==> config.mk <==
export PLATFORM = sky130hd
export DESIGN_NAME = source_id_arbiter
export DESIGN_NICKNAME = d
export VERILOG_FILES = /design/src/rtl/source_id_arbiter.sv
export SDC_FILE = /design/constraint.sdc
export NUM_CORES = 1
export LEC_CHECK = 0
export ABC_AREA = 1
export CAP_MARGIN = 20
export CORE_MARGIN = 2
export CORE_UTILIZATION = 45
export DETAILED_ROUTE_END_ITERATION = 10
export PLACE_DENSITY = 0.8
export SKIP_LAST_GASP = 1
export SLEW_MARGIN = 5
export SYNTH_ARGS = -nofsm -noshare
export SYNTH_HDL_FRONTEND = slang
export SYNTH_SLANG_ARGS = --single-unit
==> constraint.sdc <==
create_clock -name clk -period 2.3 [get_ports clk]
set_input_delay 0.46 -clock clk [delete_from_list [all_inputs] [get_ports clk]]
set_output_delay 0.46 -clock clk [all_outputs]
set_load 0.01 [all_outputs]
==> src/rtl/source_id_arbiter.sv <==
`default_nettype none
// +----------------------------------------------------------------------------+
// | source_id_arbiter: round-robin, quota-limited sharing of the source-ID     |
// | pool among L1 adapter channels, with release forwarding to the pool.       |
// | Revision: 1.0                                                              |
// +----------------------------------------------------------------------------+
module source_id_arbiter #(
  parameter int NUM_REQ = 4,
  parameter int ID_W = 4,
  parameter int QUOTA = 4,
  localparam int IDX_W = $clog2(NUM_REQ),
  localparam int CNT_W = $clog2(QUOTA + 1)
) (
  input  logic               clk,
  input  logic               rst,
  input  logic [NUM_REQ-1:0] req,
  output logic [NUM_REQ-1:0] gnt,
  output logic [ID_W-1:0]    gnt_id,
  input  logic               rel_valid,
  input  logic [IDX_W-1:0]   rel_idx,
  input  logic [ID_W-1:0]    rel_id,
  input  logic               pool_avail,
  output logic               pool_alloc_req,
  input  logic               pool_alloc_gnt,
  input  logic [ID_W-1:0]    pool_alloc_id,
  output logic               pool_dealloc_req,
  output logic [ID_W-1:0]    pool_dealloc_id,
  output logic               busy,
  output logic               err_underflow
);

  typedef enum logic [1:0] {
    S_IDLE  = 2'd0,
    S_ISSUE = 2'd1,
    S_WAIT  = 2'd2,
    S_GRANT = 2'd3
  } state_t;

  localparam logic [CNT_W-1:0] c_QUOTA = CNT_W'(QUOTA);
  localparam logic [IDX_W-1:0] c_LAST = IDX_W'(NUM_REQ - 1);
  localparam logic [IDX_W:0]   c_NREQ = (IDX_W + 1)'(NUM_REQ);

  state_t             r_state;
  logic [IDX_W-1:0]   r_rr_ptr;
  logic [IDX_W-1:0]   r_winner;
  logic [ID_W-1:0]    r_id_q;
  logic [CNT_W-1:0]   r_cnt [NUM_REQ];

  logic [NUM_REQ-1:0] w_elig;
  logic [NUM_REQ-1:0] w_inc;
  logic [NUM_REQ-1:0] w_dec;
  logic [NUM_REQ-1:0] w_rot;
  logic [IDX_W-1:0]   w_off;
  logic [IDX_W:0]     w_sum;
  logic [IDX_W-1:0]   w_pick;
  logic               w_any;

  // An out-of-range rel_idx matches no requester, so it falls through to underflow.
  for (genvar i = 0; i < NUM_REQ; i++) begin : g_req
    assign w_elig[i] = req[i] && (r_cnt[i] < c_QUOTA);
    assign w_inc[i]  = (r_state == S_GRANT) && (r_winner == IDX_W'(i));
    assign w_dec[i]  = rel_valid && (rel_idx == IDX_W'(i)) && (r_cnt[i] != '0);
  end

  // Rotate eligibility so bit 0 is rr_ptr; the lowest set bit is the offset of the winner.
  assign w_rot = NUM_REQ'({w_elig, w_elig} >> r_rr_ptr);
  assign w_any = |w_elig;

  always_comb begin
    w_off = '0;
    for (int k = NUM_REQ - 1; k >= 0; k--) begin
      if (w_rot[k]) w_off = IDX_W'(k);
    end
  end

  assign w_sum  = {1'b0, r_rr_ptr} + {1'b0, w_off};
  assign w_pick = (w_sum >= c_NREQ) ? IDX_W'(w_sum - c_NREQ) : w_sum[IDX_W-1:0];

  assign busy   = (r_state != S_IDLE);
  assign gnt_id = (r_state == S_GRANT) ? r_id_q : '0;

  always_ff @(posedge clk) begin
    if (rst) begin
      r_state        <= S_IDLE;
      r_rr_ptr       <= '0;
      r_winner       <= '0;
      r_id_q         <= '0;
      gnt            <= '0;
      pool_alloc_req <= 1'b0;
    end else begin
      gnt            <= '0;
      pool_alloc_req <= 1'b0;
      case (r_state)
        S_IDLE: begin
          if (w_any && pool_avail) begin
            r_winner       <= w_pick;
            pool_alloc_req <= 1'b1;
            r_state        <= S_ISSUE;
          end
        end
        S_ISSUE: r_state <= S_WAIT;
        S_WAIT: begin
          if (pool_alloc_gnt) begin
            r_id_q  <= pool_alloc_id;
            gnt     <= NUM_REQ'(1) << r_winner;
            r_state <= S_GRANT;
          end
        end
        S_GRANT: begin
          r_rr_ptr <= (r_winner == c_LAST) ? '0 : r_winner + IDX_W'(1);
          r_state  <= S_IDLE;
        end
        default: r_state <= S_IDLE;
      endcase
    end
  end

  // A grant increment and a release decrement on the same requester cancel out.
  always_ff @(posedge clk) begin
    if (rst) begin
      for (int i = 0; i < NUM_REQ; i++) r_cnt[i] <= '0;
    end else begin
      for (int i = 0; i < NUM_REQ; i++) begin
        if (w_inc[i] && !w_dec[i]) r_cnt[i] <= r_cnt[i] + CNT_W'(1);
        else if (!w_inc[i] && w_dec[i]) r_cnt[i] <= r_cnt[i] - CNT_W'(1);
      end
    end
  end

  always_ff @(posedge clk) begin
    if (rst) begin
      pool_dealloc_req <= 1'b0;
      pool_dealloc_id  <= '0;
      err_underflow    <= 1'b0;
    end else begin
      pool_dealloc_req <= |w_dec;
      if (|w_dec) pool_dealloc_id <= rel_id;
      if (rel_valid && !(|w_dec)) err_underflow <= 1'b1;
    end
  end

endmodule
`default_nettype wire

==> impl_metrics.json <==
{
  "worst_ep_required_time_ps": 2360,
  "floorplan.die.width_um": 69.3,
  "postSynthRegisterBits": 33,
  "p_per_area_nw_per_um2": 696,
  "largest_cells_by_area_after_synthesis": "sky130_fd_sc_hd__dfxtp_1 22%, sky130_fd_sc_hd__edfxtp_1 19%, sky130_fd_sc_hd__ha_1 8.5%, sky130_fd_sc_hd__nand3_1 7.3%, sky130_fd_sc_hd__nand2_1 7.2%",
  "cts_tree": "yes",
  "synth_area_leader_cell": "sky130_fd_sc_hd__dfxtp_1",
  "port_buffers": 34,
  "endpoint_of_the_worst_setup_timing_path": "r_cnt[1][2]$_SDFFCE_PN0P_",
  "detailedRoute.firstIterationViolations": 111,
  "layout.area.seq_um2": 781,
  "worst_setup_path_start_kind": "input port",
  "asyncSetResetFlopFracSynth_pct": 0,
  "fp-row-count": 23,
  "syn-instance-count": 237,
  "holdCritPathClass": "register to register",
  "antennaDiodeCount": 0,
  "cts_setup_buffers": 0,
  "leakagePower_nw": 1.16,
  "regToRegSetupSlack_ps": 230,
  "globalRoute.totalOverflow": 0,
  "mostFrequentLayoutCells": "37 x sky130_fd_sc_hd__nand2_1, 33 x sky130_fd_sc_hd__clkdlybuf4s50_1, 31 x sky130_fd_sc_hd__nor2_1",
  "number_of_maximum_capacitance_constraint_violations": 0,
  "cts_inserted_buffers": 5,
  "core_area_um2": 4060,
  "yosysWarningCount": 0,
  "design.final.nets": 321,
  "ys_dominant_reg_cell": "sky130_fd_sc_hd__dfxtp_1",
  "area_share_of_the_leading_cell_type_in_the_synthesized_netlist_pct": 21.9,
  "final_hold_violating_endpoints": 0,
  "worst-endpoint-arrival_ps": 2240,
  "post-dp-hpwl_um": 3240,
  "share_of_final_layout_standard_cells_stronger_than_drive_strength_1_pct": 14.6,
  "timing.final.crit_period_ps": 2180,
  "dr_vias_cell": 5.06,
  "clock_skew_ps": 4.31,
  "synth_nets": 272,
  "timing.rr.end": "r_cnt[0][2]$_SDFFCE_PN0P_",
  "fillers": 352,
  "crit_path_end_kind": "register",
  "h-tree-depth": 2,
  "number_of_global_route_vias_before_repair": 1676,
  "wl_um": 4230,
  "worst_setup_startpoint": "rel_idx[1]",
  "synth_cell_types": 30,
  "worst-setup-path-type": "input port to register",
  "max_clock_freq_mhz": 459,
  "cts_root_buffer_type": "sky130_fd_sc_hd__clkbuf_8",
  "vdd_drop_max_mv": 0.429,
  "clock_sinks": 33,
  "worst_r2r_path_depth": 9,
  "critPathMaxFanout": 3,
  "die_h_um": 69.3,
  "synth_seq_area_share_pct": 40.7,
  "clk_path_buf_depth": 2,
  "total_power_mw": 1.73,
  "clkSlewWorstSetupHoldPaths_ps": 70,
  "synth_enable_flop_cells": 12,
  "synthesis.area_um2": 1920,
  "die_area_um2": 4810,
  "placed_cell_area_um2": 2390,
  "layout_commonest_cell": "sky130_fd_sc_hd__nand2_1",
  "finalSetupViolCount": 0,
  "reg2reg_from": "r_winner[1]$_SDFFE_PP0P_",
  "slew_headroom_pct": 82.9,
  "run_status": "finished clean",
  "grt_setup_unrepaired": "false",
  "finalMaxSlewViolations": 0,
  "detailed_route_drc_error_count": 0,
  "first_pass_grt_wire_length_um": 7160,
  "syn_area_per_cell_um2": 8.10,
  "routed_wirelength_normalized_by_instance_count_um": 12.6,
  "globalRouteTotalUtil_pct": 18.7,
  "final_layout_setup_total_negative_slack_ps": 0,
  "ioPinCount": 35,
  "dr_total_vias": 1706,
  "post-route-period-util_pct": 94.8,
  "ant_nets": 0,
  "pin_count_of_the_biggest_net_entering_global_routing": 12,
  "number_of_antenna_violations_at_the_first_check_in_global_routing": 0,
  "area.growth.synth_to_final_pct": 29.3,
  "initial_drt_pass_iterations": 4,
  "worstSkewPairLatency_ps": 290,
  "gp_congestion": 0.771,
  "area_of_the_multi_input_gates_um2": 976,
  "initial_core_util_pct": 47.3,
  "fin_area_um2": 2480,
  "tightestPinTransition_ps": 256
}
## worst min path at each step
stage	startpoint	to	slack, ps	cells after the start
final	err_underflow$_SDFFE_PP0P_	err_underflow$_SDFFE_PP0P_	480	2
after global placement	err_underflow$_SDFFE_PP0P_	err_underflow$_SDFFE_PP0P_	450	2
after global routing	err_underflow$_SDFFE_PP0P_	err_underflow$_SDFFE_PP0P_	510	2
after CTS	err_underflow$_SDFFE_PP0P_	err_underflow$_SDFFE_PP0P_	480	2
after floorplan	r_winner[0]$_SDFFE_PP0P_	gnt[0]$_SDFF_PP0_	450	1
after detailed placement	err_underflow$_SDFFE_PP0P_	err_underflow$_SDFFE_PP0P_	460	2
## area by class of cell
class	instances	share of cell area, %
sequential	33	31.5
timing repair buffer	46	17.4
multi-input combinational	162	39.3
tap	50	2.52
clock inverter	2	0.403
inverter	38	5.95
clock buffer	6	2.92
## kinds of logic after synthesis
group / after synthesis / synth area share (%)
AOI/OAI and AO/OA: 26 / 8.40
adders and majority gates: 16 / 11.6
xor gates and xnor gates: 9 / 4.10
and+or+nand+nor: 110 / 26.1
muxes: 1 / 0.521
DFF: 33 / 40.7
buffers and inverters: 42 / 8.66
## worst max-delay path, stage by stage
cell,delay (ps)
sky130_fd_sc_hd__clkdlybuf4s50_1,450
sky130_fd_sc_hd__inv_1,100
sky130_fd_sc_hd__nand4_1,150
sky130_fd_sc_hd__a21oi_2,180
sky130_fd_sc_hd__nand2_2,90
sky130_fd_sc_hd__fa_1,390
sky130_fd_sc_hd__xnor2_1,150
sky130_fd_sc_hd__xor2_1,170
sky130_fd_sc_hd__nand2_1,60
sky130_fd_sc_hd__inv_1,40
## Yosys cell counts, types with 2 or more instances
| cell | count |
|---|---|
| sky130_fd_sc_hd__nand4_1 | 3 |
| sky130_fd_sc_hd__o21ai_2 | 3 |
| sky130_fd_sc_hd__xnor2_1 | 5 |
| sky130_fd_sc_hd__nand3_1 | 28 |
| sky130_fd_sc_hd__nand2_1 | 37 |
| sky130_fd_sc_hd__inv_2 | 7 |
| sky130_fd_sc_hd__edfxtp_1 | 12 |
| sky130_fd_sc_hd__nor2_1 | 31 |
| sky130_fd_sc_hd__nand2_2 | 4 |
| sky130_fd_sc_hd__o21ai_0 | 9 |
| sky130_fd_sc_hd__a21oi_2 | 3 |
| sky130_fd_sc_hd__buf_2 | 3 |
| sky130_fd_sc_hd__nor4_1 | 2 |
| sky130_fd_sc_hd__dfxtp_1 | 21 |
| sky130_fd_sc_hd__a21oi_1 | 7 |
| sky130_fd_sc_hd__inv_1 | 30 |
| sky130_fd_sc_hd__xor2_1 | 4 |
| sky130_fd_sc_hd__fa_1 | 3 |
| sky130_fd_sc_hd__ha_1 | 13 |
| sky130_fd_sc_hd__nand3_2 | 2 |
## flip-flops by register name, indices dropped and copies added, names as in the netlist
signal,cells
err_underflow,1
pool_dealloc_id,4
r_id_q,4
r_rr_ptr,2
gnt,4
r_cnt,12
pool_alloc_req,1
pool_dealloc_req,1
r_state,2
r_winner,2
## report_power, final
group          switching (mW)  internal, mW
Clock                   0.219         0.210
Combinational           0.311         0.248
Sequential             0.0571         0.683
## per-stage QoR
step	std cells	hold WS [ps]	worst slack (ps)	util, %
after floorplan	237	453	343	-
after global placement	329	455	-147	59.0
after detailed placement	329	462	-238	59.0
after CTS	337	483	6.54	61.1
after global routing	337	509	8.66	61.2
final	337	478	119	61.2
## timing repair
item                                    CTS  global route
hold buffers                              0             0
endpoints found under the setup margin    0             6
hold endpoints to repair                  0             0
gates resized for setup                   0             2
## layer usage
metal  vias up  wire length (um)  part of all wire [%]  track usage [%]
li1        867                 -                     -                -
met4         0                94                   2.2             8.71
met3         9               279                   6.6             5.96
met2        52              2000                    47             31.4
met1       778              1860                    44             21.6
met5         -                 0                     0                0
No activity file was read; power rests on OpenSTA's default activity.
